==> src/rtl/alu_pkg.sv <==
// Shared op codes, LEGv8 R-type opcode constants and FSM state type for the ALU unit.
// Multiply support is controlled by the ALU_SEQ_MUL_EN macro.
package alu_pkg;

  localparam logic [3:0] OP_AND     = 4'b0000;
  localparam logic [3:0] OP_ORR     = 4'b0001;
  localparam logic [3:0] OP_ADD     = 4'b0010;
  localparam logic [3:0] OP_SUB     = 4'b0110;
  localparam logic [3:0] OP_PASSB   = 4'b0111;
  localparam logic [3:0] OP_MUL     = 4'b1000;
  localparam logic [3:0] OP_ILLEGAL = 4'b1111;

  localparam logic [10:0] OPC_ADD = 11'b10001011000;
  localparam logic [10:0] OPC_SUB = 11'b11001011000;
  localparam logic [10:0] OPC_AND = 11'b10001010000;
  localparam logic [10:0] OPC_ORR = 11'b10101010000;
  localparam logic [10:0] OPC_MUL = 11'b10011011000;

  typedef enum logic {
    ST_IDLE = 1'b0,
    ST_MUL  = 1'b1
  } state_t;

endpackage

==> src/rtl/alu_op_decode.sv <==
// Combinational ALUOp + R-type opcode to internal op code decode.
// MUL decodes only when ALU_SEQ_MUL_EN is defined; otherwise it is ILLEGAL.
module alu_op_decode
  import alu_pkg::*;
(
  input  logic [1:0]  alu_op,
  input  logic [10:0] opcode,
  output logic [3:0]  op
);

  always_comb begin
    op = OP_ILLEGAL;
    if (alu_op[0]) begin
      op = OP_PASSB;
    end else if (!alu_op[1]) begin
      op = OP_ADD;
    end else begin
      case (opcode)
        OPC_ADD: op = OP_ADD;
        OPC_SUB: op = OP_SUB;
        OPC_AND: op = OP_AND;
        OPC_ORR: op = OP_ORR;
`ifdef ALU_SEQ_MUL_EN
        OPC_MUL: op = OP_MUL;
`endif
        default: op = OP_ILLEGAL;
      endcase
    end
  end

endmodule

==> src/rtl/alu_seq_unit.sv <==
// Handshaked LEGv8 ALU: single-cycle ADD/SUB/AND/ORR/PASSB, iterative shift-add MUL.
// MUL datapath and FSM exist only when ALU_SEQ_MUL_EN is defined.
//
//   state   | meaning
//   ST_IDLE | accepting requests, single-cycle ops load the output register
//   ST_MUL  | one multiplier slice retired per cycle, in_ready held low
module alu_seq_unit
  import alu_pkg::*;
#(
  parameter int WIDTH    = 64,
  parameter int MUL_BITS = 1
) (
  input  logic             clk,
  input  logic             rst_n,
  input  logic             in_valid,
  output logic             in_ready,
  input  logic [1:0]       alu_op,
  input  logic [10:0]      opcode,
  input  logic [WIDTH-1:0] a,
  input  logic [WIDTH-1:0] b,
  output logic             out_valid,
  input  logic             out_ready,
  output logic [WIDTH-1:0] result,
  output logic             zero,
  output logic             illegal
);

  if (WIDTH < 8) begin : g_bad_width
    $error("alu_seq_unit: WIDTH must be at least 8");
  end
  if ((MUL_BITS < 1) || (WIDTH % MUL_BITS != 0)) begin : g_bad_mul_bits
    $error("alu_seq_unit: MUL_BITS must divide WIDTH");
  end

  logic [3:0]       op;
  logic [WIDTH-1:0] res_1c;
  logic             accept;
  logic             load;
  logic [WIDTH-1:0] load_val;
  logic             load_ill;

  alu_op_decode u_dec (
    .alu_op (alu_op),
    .opcode (opcode),
    .op     (op)
  );

  always_comb begin
    res_1c = '0;
    case (op)
      OP_ADD:   res_1c = a + b;
      OP_SUB:   res_1c = a + ~b + WIDTH'(1);
      OP_AND:   res_1c = a & b;
      OP_ORR:   res_1c = a | b;
      OP_PASSB: res_1c = b;
      default:  res_1c = '0;
    endcase
  end

  assign accept = in_valid && in_ready;

`ifdef ALU_SEQ_MUL_EN
  localparam int ITERS = WIDTH / MUL_BITS;
  localparam int CNT_W = $clog2(ITERS + 1);
  localparam logic [CNT_W-1:0] CNT_LAST = CNT_W'(ITERS - 1);

  state_t           state, state_nx;
  logic [CNT_W-1:0] cnt;
  logic [WIDTH-1:0] acc, mcand, mplier, partial, acc_nx;
  logic             mul_start, mul_done;

  assign in_ready  = (state == ST_IDLE) && (!out_valid || out_ready);
  assign mul_start = accept && (op == OP_MUL);
  assign mul_done  = (state == ST_MUL) && (cnt == CNT_LAST);

  always_ff @(posedge clk or negedge rst_n) begin
    if (!rst_n) state <= ST_IDLE;
    else        state <= state_nx;
  end

  always_comb begin
    state_nx = state;
    case (state)
      ST_IDLE: if (mul_start) state_nx = ST_MUL;
      ST_MUL:  if (mul_done)  state_nx = ST_IDLE;
      default: state_nx = ST_IDLE;
    endcase
  end

  // Shift-add over one multiplier slice; avoids a full WIDTH x WIDTH multiplier.
  always_comb begin
    partial = '0;
    for (int i = 0; i < MUL_BITS; i++) begin
      if (mplier[i]) partial = partial + (mcand << i);
    end
    acc_nx = acc + partial;
  end

  always_ff @(posedge clk or negedge rst_n) begin
    if (!rst_n) begin
      cnt    <= '0;
      acc    <= '0;
      mcand  <= '0;
      mplier <= '0;
    end else if (mul_start) begin
      cnt    <= '0;
      acc    <= '0;
      mcand  <= a;
      mplier <= b;
    end else if (state == ST_MUL) begin
      cnt    <= mul_done ? '0 : cnt + CNT_W'(1);
      acc    <= acc_nx;
      mcand  <= mcand << MUL_BITS;
      mplier <= mplier >> MUL_BITS;
    end
  end

  assign load     = (accept && (op != OP_MUL)) || mul_done;
  assign load_val = mul_done ? acc_nx : res_1c;
  assign load_ill = !mul_done && (op == OP_ILLEGAL);
`else
  assign in_ready = !out_valid || out_ready;
  assign load     = accept;
  assign load_val = res_1c;
  assign load_ill = (op == OP_ILLEGAL);
`endif

  always_ff @(posedge clk or negedge rst_n) begin
    if (!rst_n) begin
      out_valid <= 1'b0;
      result    <= '0;
      zero      <= 1'b1;
      illegal   <= 1'b0;
    end else if (load) begin
      out_valid <= 1'b1;
      result    <= load_val;
      zero      <= (load_val == '0);
      illegal   <= load_ill;
    end else if (out_ready) begin
      out_valid <= 1'b0;
    end
  end

endmodule

==> config.mk <==
export PLATFORM = sky130hd
export DESIGN_NAME = alu_seq_unit
export DESIGN_NICKNAME = d
export VERILOG_FILES = /design/src/rtl/alu_pkg.sv /design/src/rtl/alu_op_decode.sv /design/src/rtl/alu_seq_unit.sv
export SDC_FILE = /design/constraint.sdc
export NUM_CORES = 1
export LEC_CHECK = 0
export BUFFER_PORTS_ARGS = -buffer_cell sky130_fd_sc_hd__buf_4
export CORE_AREA = 2 2 177 214
export DETAILED_ROUTE_END_ITERATION = 8
export DIE_AREA = 0 0 179 216
export SYNTH_ARGS = -nofsm -noshare
export SYNTH_HDL_FRONTEND = slang
export SYNTH_SLANG_ARGS = --single-unit
==> constraint.sdc <==
create_clock -name clk -period 6.15 [get_ports clk]
set_input_delay 0.615 -clock clk [delete_from_list [all_inputs] [get_ports clk]]
set_output_delay 0.615 -clock clk [all_outputs]
set_load 0.1 [all_outputs]
==> results.sh, run 1 <==
export IMPL_drtPass1Iterations=6
export IMPL_worst_setup_path_type="primary input to register"
export IMPL_vias=17311
export IMPL_die_area_um2=38660
export IMPL_cts_root_buf="clkbuf_16"
export IMPL_cts_resized=0
export IMPL_syn_nets=2459
export IMPL_viasPerCell=6.376
export IMPL_path_max_fanout=12
export IMPL_power_mw=3.262
export IMPL_grt_overflow_total=0
export IMPL_regArea_um2=1678
export IMPL_routabilityCongestion=1.052
export IMPL_die_x_um=179
export IMPL_drive_gt1_share_pct=15.22
export IMPL_multi_input_area_um2=11540
export IMPL_wl_um=68300
export IMPL_clk_path_buf_depth=2
export IMPL_setup_viol=0
export IMPL_rsz0062_at_grt="false"
export IMPL_antenna_found_initial=0
export IMPL_initial_core_util_pct=39.75
export IMPL_synth_seq_cells=67
export IMPL_hold_viol=0
export IMPL_dp_hpwl_um=56300
export IMPL_io_pins=213
export IMPL_postCtsSetupBuffers=0
export IMPL_ant_nets=0
export IMPL_maxCapViolations=0
export IMPL_coreArea_um2=36510
export IMPL_required_ns=6.37
export IMPL_clk_latency_ns=0.33
export IMPL_yosysSeqAreaShare_pct=11.56
export IMPL_min_period_ns=5.816
export IMPL_postSynthCellCount=2105
export IMPL_post_place_ws_ns=0.05329
export IMPL_cts_sinks=67
export IMPL_layout_common_cells="248 x buf_4, 228 x nand2_1, 228 x a21oi_1, 207 x ha_1, 201 x inv_1"
export IMPL_setup_ws_ns=0.3338
export IMPL_avgSynthCellArea_um2=6.896
export IMPL_synth_edf_count=0
export IMPL_max_slew_worst_pin_slew_ns=1.250
export IMPL_period_share_pct=94.57
export IMPL_hp_class="primary input to async pin"
export IMPL_hold_buffers=0
export IMPL_drc=0
export IMPL_p_per_area_nw_per_um2=195.1
export IMPL_skew_ns=0.006006
export IMPL_numCtsBuffers=9
export IMPL_ys_flop_type="dfrtp_1"
export IMPL_finalCoreUtilization_pct=45.79
export IMPL_drt_iter0_markers=1696
export IMPL_fillers=3861
export IMPL_cts_htree_levels=3
export IMPL_max_freq_mhz=171.9
export IMPL_yosysUniqueCellTypes=102
export IMPL_cts_tree="built"
export IMPL_synth_cell_area_um2=14520
export IMPL_crit_path_start_kind="primary input"
export IMPL_slew_headroom_pct=16.65
export IMPL_diodes=0
export IMPL_wl_per_cell_um=25.16
export IMPL_grt_pass1_wl_um=101400
export IMPL_first_global_vias=16675
export IMPL_grt_max_degree=77
export IMPL_clkTransAtPathRegs_ns=0.06
export IMPL_worst_endpoint_arrival_ns=6.04
export IMPL_syn2layout_area_growth_pct=15.19
export IMPL_final_common_cell="buf_4"
export IMPL_peakVddDrop_mv=0.2082
export IMPL_slew_viol_final=0
export IMPL_status="complete, no violations"
export IMPL_num_rows=77
export IMPL_worst_setup_path_end_kind="register"
export IMPL_fin_nets=2590
export IMPL_io_buffers=212
export IMPL_setup_tns_ns=0
export IMPL_ys_warn_count=0
export IMPL_grt_use_total_pct=34.30
export IMPL_fp_dieH_um=216
export IMPL_p_leak_nw=7.620
export IMPL_async_flop_share_pct=100.0
[per-stage QoR]
stage,hold slack (ns),std cells,area [um^2]
global placement,0.4565,2699,16440
global route,0.4508,2715,16720
finish,0.3805,2715,16720
floorplan,0.3194,2105,14520
CTS,0.4179,2715,16720
detailed placement,0.4575,2699,16440
[cells by family (layout without fill, tap and decap cells)]
kind of cell / after synthesis / after routing / share of synthesized area, %
AO/OA/AOI/OAI: 783 / 783 / 36.13
multiplexers: 33 / 33 / 2.457
AND/OR/NAND/NOR: 667 / 667 / 21.85
flip-flops: 67 / 67 / 11.56
buffers and inverters: 334 / 470 / 9.163
XOR/XNOR: 12 / 12 / 0.7241
adder cells (fa/ha/maj): 209 / 209 / 18.12
[final timing paths]
kind | slack (ns) | cells after the start | from | endpoint
setup / recovery | 0.33 | 14 | a[20] | zero
hold / removal | 0.38 | 1 | rst_n | result[5]
setup reg to reg | 3.15 | 11 | out_valid | zero
hold reg to reg | 0.47 | 2 | result[26] | result[26]
max in group asynchronous | 5.21 | 1 | rst_n | result[43]
min in group clk | 0.47 | 2 | result[26] | result[26]
[synthesized netlist by cell type, types with 27 or more instances]
cell,count,share of area (%)
nor2_1,182,4.7
a211oi_1,29,1.5
a21oi_1,228,7.9
inv_1,201,5.2
a22oi_1,34,1.8
clkbuf_1,71,1.8
nor4_1,40,1.7
nand3_1,39,1.3
ha_1,207,18
a221oi_1,32,1.9
o21ai_0,166,5.7
nand2_1,229,5.9
o31ai_1,43,2.2
nand4_1,27,1.2
dfrtp_1,66,11
nor3_1,35,1.2
buf_2,37,1.3
[where the power goes]
part	switching [mW]	internal [mW]	leakage, nW	total [mW]
registers	0.0726	0.524	0.816	0.597
logic	1.61	0.582	6.67	2.19
clock network	0.202	0.275	0.132	0.477
total	1.88	1.38	7.62	3.26
[layer usage]
metal,track usage [%],share of wire (%),vias to the layer above
met5,0,0,-
met4,20.76,7.1,0
met3,3.858,6.4,186
met2,60.59,50,883
met1,39.07,37,8297
li1,-,-,7945
[final cells by class]
type | instances | area share, %
multi-input combinational | 1704 | 69.00
sequential | 67 | 10.04
tap | 474 | 3.547
clock inverter | 7 | 0.3068
timing repair buffer | 248 | 11.14
inverter | 206 | 4.625
clock buffer | 9 | 1.347
[critical path, stage by stage]
cell      delay [ns]
buf_4           0.10
inv_1           0.04
ha_1            0.48
or4_1           0.63
nand4b_1        0.45
o211ai_2        0.63
o221ai_1        0.29
a221oi_1        1.11
and4_1          0.36
nor4bb_1        0.24
nand4_1         0.19
nor4_1          0.37
nand4_1         0.20
o41ai_2         0.31
[sequential cells by signal (all words and copies together), names as in the netlist]
register and flops:
illegal 1, out_valid 1, zero 1, result 64
(Power assumes the default switching activity.)
==> inputs of run 2 (changes only) <==
- CELL_PAD_IN_SITES_DETAIL_PLACEMENT: default -> 1
- CELL_PAD_IN_SITES_GLOBAL_PLACEMENT: default -> 1
- PLACE_DENSITY_LB_ADDON: default -> 0.1
==> results.sh, run 2 (synthesized netlist as in run 1, its figures left out) <==
export IMPL_status="complete, no violations"
export IMPL_diodes=0
export IMPL_instances_no_fill=2716
export IMPL_vias=17330
export IMPL_drc=0
export IMPL_grt_max_degree=77
export IMPL_final_common_cell="buf_4"
export IMPL_largest_reg_flops=64
export IMPL_dp_cells=2700
export IMPL_first_global_vias=18047
export IMPL_slew_viol_final=0
export IMPL_fp_dieH_um=216
export IMPL_routabilityCongestion=1.024
export IMPL_p_leak_nw=7.669
export IMPL_clkTransAtPathRegs_ns=0.07
export IMPL_skew_ns=0.007702
export IMPL_cts_root_buf="clkbuf_16"
export IMPL_grt_pass1_wl_um=108300
export IMPL_met3_usage_pct=3.876
export IMPL_drt_iter0_markers=1304
export IMPL_required_ns=6.43
export IMPL_clk_path_buf_depth=2
export IMPL_slew_headroom_pct=9.190
export IMPL_antenna_found_initial=0
export IMPL_setup_tns_ns=0
export IMPL_postCtsSetupBuffers=0
export IMPL_path_max_fanout=11
export IMPL_io_pins=213
export IMPL_grt_overflow_total=0
export IMPL_drive_gt1_share_pct=15.30
export IMPL_hold_buffers=0
export IMPL_die_x_um=179
export IMPL_r2r_end="zero"
export IMPL_worst_endpoint_arrival_ns=5.73
export IMPL_rsz0062_at_grt="false"
export IMPL_numCtsBuffers=9
export IMPL_fin_nets=2591
export IMPL_syn2layout_area_growth_pct=15.83
export IMPL_period_share_pct=88.64
export IMPL_setup_viol=0
export IMPL_worst_setup_path_type="primary input to register"
export IMPL_rr_worst_depth=11
export IMPL_reg2reg_slack_ns=2.91
export IMPL_die_area_um2=38660
export IMPL_maxCapViolations=0
export IMPL_grt_busiest_layer="met2"
export IMPL_fillers=4772
export IMPL_wl_um=71360
export IMPL_cts_resized=0
export IMPL_num_rows=77
export IMPL_ant_nets=0
export IMPL_crit_path_start_kind="primary input"
export IMPL_coreArea_um2=36510
export IMPL_io_buffers=212
export IMPL_worst_setup_path_end_kind="register"
export IMPL_viasPerCell=6.381
export IMPL_grt_use_met2_pct=64.58
export IMPL_cts_sinks=67
export IMPL_whs_ns=0.3909
export IMPL_min_period_ns=5.452
export IMPL_hold_viol=0
export IMPL_clk_latency_ns=0.36
export IMPL_peakVddDrop_mv=0.2044
export IMPL_drtPass1Iterations=5
export IMPL_max_slew_worst_pin_slew_ns=1.348
export IMPL_dp_hpwl_um=57850
export IMPL_p_per_area_nw_per_um2=205.8
export IMPL_cts_tree="built"
export IMPL_max_freq_mhz=183.4
export IMPL_layout_common_cells="249 x buf_4, 228 x nand2_1, 228 x a21oi_1, 207 x ha_1, 201 x inv_1"
export IMPL_grt_use_total_pct=36.62
export IMPL_met1_usage_pct=41.57
export IMPL_rr_startpoint="out_valid"
export IMPL_top_register="result"
export IMPL_initial_core_util_pct=39.75
export IMPL_hp_class="primary input to async pin"
export IMPL_cts_htree_levels=3
export IMPL_wl_per_cell_um=26.27
==> run 2: changes by cell type in the layout (fill, tap and decap cells not counted), sizes merged <==
cell	previous run	this run
clkinvlp	2	0
inv	206	205
bufinv	0	3
clkbuf	9	11
buf	248	249
clkinv	5	3
==> run 2: layer usage <==
layer	share of wire, %	wire [um]
met4	7.2	5139
met3	4.4	3143
met2	50	35560
met1	39	27510
met5	0	0
==> run 2: final cells by class <==
cell class | instances | area, um^2 | area share (%)
clock inverters | 5 | 107.6 | 0.6400
multi-input cells | 1704 | 11540 | 68.63
clock buffers | 11 | 252.7 | 1.503
repair buffers | 249 | 1869 | 11.12
inverters | 206 | 773.2 | 4.599
well taps | 474 | 593.1 | 3.528
flip-flops and latches | 67 | 1678 | 9.980
==> run 2: how the worst max path moves through the flow <==
| stage | to | start | cells past startpoint |
|---|---|---|---|
| after floorplan | zero | a[0] | 17 |
| final | zero | b[41] | 16 |
| after detailed placement | zero | a[37] | 16 |
| after CTS | zero | a[37] | 16 |
| after global routing | zero | b[37] | 16 |
| after global placement | zero | b[37] | 16 |
==> run 2: metrics by stage <==
stage	power [mW]	setup WS, ns	util (%)	area [um^2]
global route	3.621	0.4477	46.04	16810
global placement	2.741	0.4273	45.06	16450
detailed placement	2.773	0.3968	45.06	16450
CTS	3.450	0.7764	46.04	16810
finish	3.460	0.6984	46.04	16810
floorplan	2.065	2.019	-	14520
==> run 2: worst max-delay path, cell delays in order <==
cell and delay, ns:
buf_4 0.11, inv_1 0.05, ha_1 0.56, inv_1 0.20, o31ai_1 0.92, nor2b_1 0.19, o311ai_1 0.51, o31ai_1 0.27
a311oi_1 0.57, or3_1 0.18, a22oi_1 0.09, or3_1 0.36, a2111o_1 0.36, nor4_1 0.28, nand4_1 0.16, o41ai_2 0.29
==> run 2: power by group <==
part	leakage [nW]	total (mW)	internal (mW)	switching, mW
clock	0.176	0.665	0.421	0.244
combinational	6.68	2.21	0.586	1.62
sequential	0.816	0.587	0.523	0.0635
==> inputs of run 3 (changes only) <==
- CORE_AREA: 2 2 177 214 -> 2 2 166 200
- DIE_AREA: 0 0 179 216 -> 0 0 168 202
- HOLD_SLACK_MARGIN: default -> 0.02
==> results.sh, run 3 (synthesized netlist as in run 1, its figures left out) <==
export IMPL_status="complete, no violations"
export IMPL_grt_max_degree=77
export IMPL_slowest_delay_ns=0.99
export IMPL_die_x_um=168
export IMPL_num_rows=72
export IMPL_drt_iter0_markers=1152
export IMPL_grt_use_total_pct=40.36
export IMPL_skew_ns=0.01308
export IMPL_io_buffers=212
export IMPL_fin_nets=2587
export IMPL_clk_latency_ns=0.36
export IMPL_maxCapViolations=0
export IMPL_coreArea_um2=31980
export IMPL_path_max_fanout=11
export IMPL_crit_buf_inv=3
export IMPL_p_per_area_nw_per_um2=202.0
export IMPL_slowest_stage="o31ai_1"
export IMPL_clkTransAtPathRegs_ns=0.08
export IMPL_cts_sinks=67
export IMPL_layout_common_cells="245 x buf_4, 228 x nand2_1, 228 x a21oi_1, 207 x ha_1, 201 x inv_1"
export IMPL_numCtsBuffers=9
export IMPL_largest_reg_flops=64
export IMPL_cp_cell_sequence="buf_4 > inv_1 > ha_1 > inv_1 > o31ai_1 > nor2b_1 > o311ai_1 > o31ai_1 > a311oi_1 > or3_1 > a22oi_1 > or3_1 > a2111o_1 > nor4_1 > nand4_1 > o41ai_2"
export IMPL_rr_worst_depth=11
export IMPL_worst_setup_path_type="primary input to register"
export IMPL_p_leak_nw=7.609
export IMPL_clk_path_buf_depth=2
export IMPL_period_share_pct=91.13
export IMPL_drtPass1Iterations=5
export IMPL_io_pins=213
export IMPL_peakVddDrop_mv=0.1405
export IMPL_hp_class="primary input to async pin"
export IMPL_reg2reg_slack_ns=2.75
export IMPL_diodes=0
export IMPL_r2r_end="zero"
export IMPL_min_period_ns=5.605
export IMPL_postCtsSetupBuffers=0
export IMPL_setup_ws_ns=0.5453
export IMPL_cts_root_buf="clkbuf_16"
export IMPL_max_slew_worst_pin_slew_ns=1.279
export IMPL_worst_endpoint_arrival_ns=5.87
export IMPL_syn2layout_area_growth_pct=14.58
export IMPL_top_register="result"
export IMPL_wl_um=70470
export IMPL_cts_tree="built"
export IMPL_cp_top_family="compound AO/OA/AOI/OAI gates"
export IMPL_dp_hpwl_um=56870
export IMPL_vias=17852
export IMPL_slew_headroom_pct=13.81
export IMPL_wl_per_cell_um=26.64
export IMPL_viasPerCell=6.749
export IMPL_required_ns=6.42
export IMPL_final_common_cell="buf_4"
export IMPL_crit_path_start_kind="primary input"
export IMPL_die_area_um2=33940
export IMPL_setup_viol=0
export IMPL_antenna_found_initial=0
export IMPL_hold_viol=0
export IMPL_fillers=4196
export IMPL_cts_resized=0
export IMPL_grt_overflow_total=0
export IMPL_drc=0
export IMPL_max_freq_mhz=178.4
export IMPL_ant_nets=0
export IMPL_cts_htree_levels=3
export IMPL_cp_num_cells=16
export IMPL_slew_viol_final=0
export IMPL_grt_pass1_wl_um=107000
export IMPL_routabilityCongestion=1.017
export IMPL_hold_buffers=0
export IMPL_rr_startpoint="out_valid"
export IMPL_fp_dieH_um=202
export IMPL_first_global_vias=18576
export IMPL_post_place_ws_ns=0.3939
export IMPL_drive_gt1_share_pct=15.01
export IMPL_initial_core_util_pct=45.39
export IMPL_worst_setup_path_end_kind="register"
export IMPL_rsz0062_at_grt="false"
export IMPL_setup_tns_ns=0
## run 3: cell types whose count changed in the layout (fill, tap and decap cells not counted)
cell and change:
clkbuf_8 -2, bufinv_16 -2, and2_2 -1, clkinvlp_4 +2, buf_4 -4, clkbuf_1 +2, and2_1 +1
## run 3: worst register-to-register path: stages, from the launching register on
cell and delay (ns):
dfrtp_1 0.38, nand2b_1 0.16, nand2_2 0.14, a221oi_1 0.40, o2111ai_1 0.18, nor4_1 0.40, o2111a_1 0.29, and4_1 0.25
nand4_1 0.19, nor4_1 0.46, nand4_1 0.18, o41ai_2 0.31
## run 3: how the worst max path moves through the flow
stage	slack, ns	endpoint	from
CTS	0.74	zero	b[37]
global route	0.44	zero	b[41]
floorplan	2.02	zero	a[0]
finish	0.55	zero	b[41]
global placement	0.32	zero	b[37]
detailed placement	0.39	zero	b[37]
## run 3: stage by stage
step,instance area (um^2),hold WS (ns),power (mW),instances,util [%]
finish,16630,0.3966,3.359,2645,52.01
CTS,16630,0.4606,3.317,2645,52.01
global route,16630,0.4701,3.487,2645,52.01
floorplan,14520,0.3194,2.065,2105,-
detailed placement,16340,0.4716,2.758,2629,51.08
global placement,16340,0.4585,2.715,2629,51.08
## run 3: power by group
| part | internal, mW | leakage [nW] | switching [mW] |
|---|---|---|---|
| Sequential | 0.524 | 0.816 | 0.0631 |
| Combinational | 0.583 | 6.66 | 1.63 |
| Clock | 0.317 | 0.136 | 0.239 |
| Total | 1.42 | 7.61 | 1.94 |
## run 3: cell type report
class	count	area, um^2	area share (%)
clock buffer	11	232.7	1.399
clock inverter	5	62.56	0.3761
inverter	206	773.2	4.649
multi-input combinational	1704	11540	69.37
sequential	67	1678	10.09
tap	407	509.2	3.062
timing repair buffer	245	1839	11.06
## run 3: metal layers
| layer | vias up | wire (um) | global-route usage [%] | share of wire (%) |
|---|---|---|---|---|
| li1 | 7926 | - | - | - |
| met1 | 8813 | 26330 | 44.28 | 37 |
| met2 | 830 | 33970 | 70.76 | 48 |
| met3 | 283 | 3816 | 5.091 | 5.4 |
| met4 | 0 | 6355 | 30.90 | 9.0 |
| met5 | - | 0 | 0 | 0 |
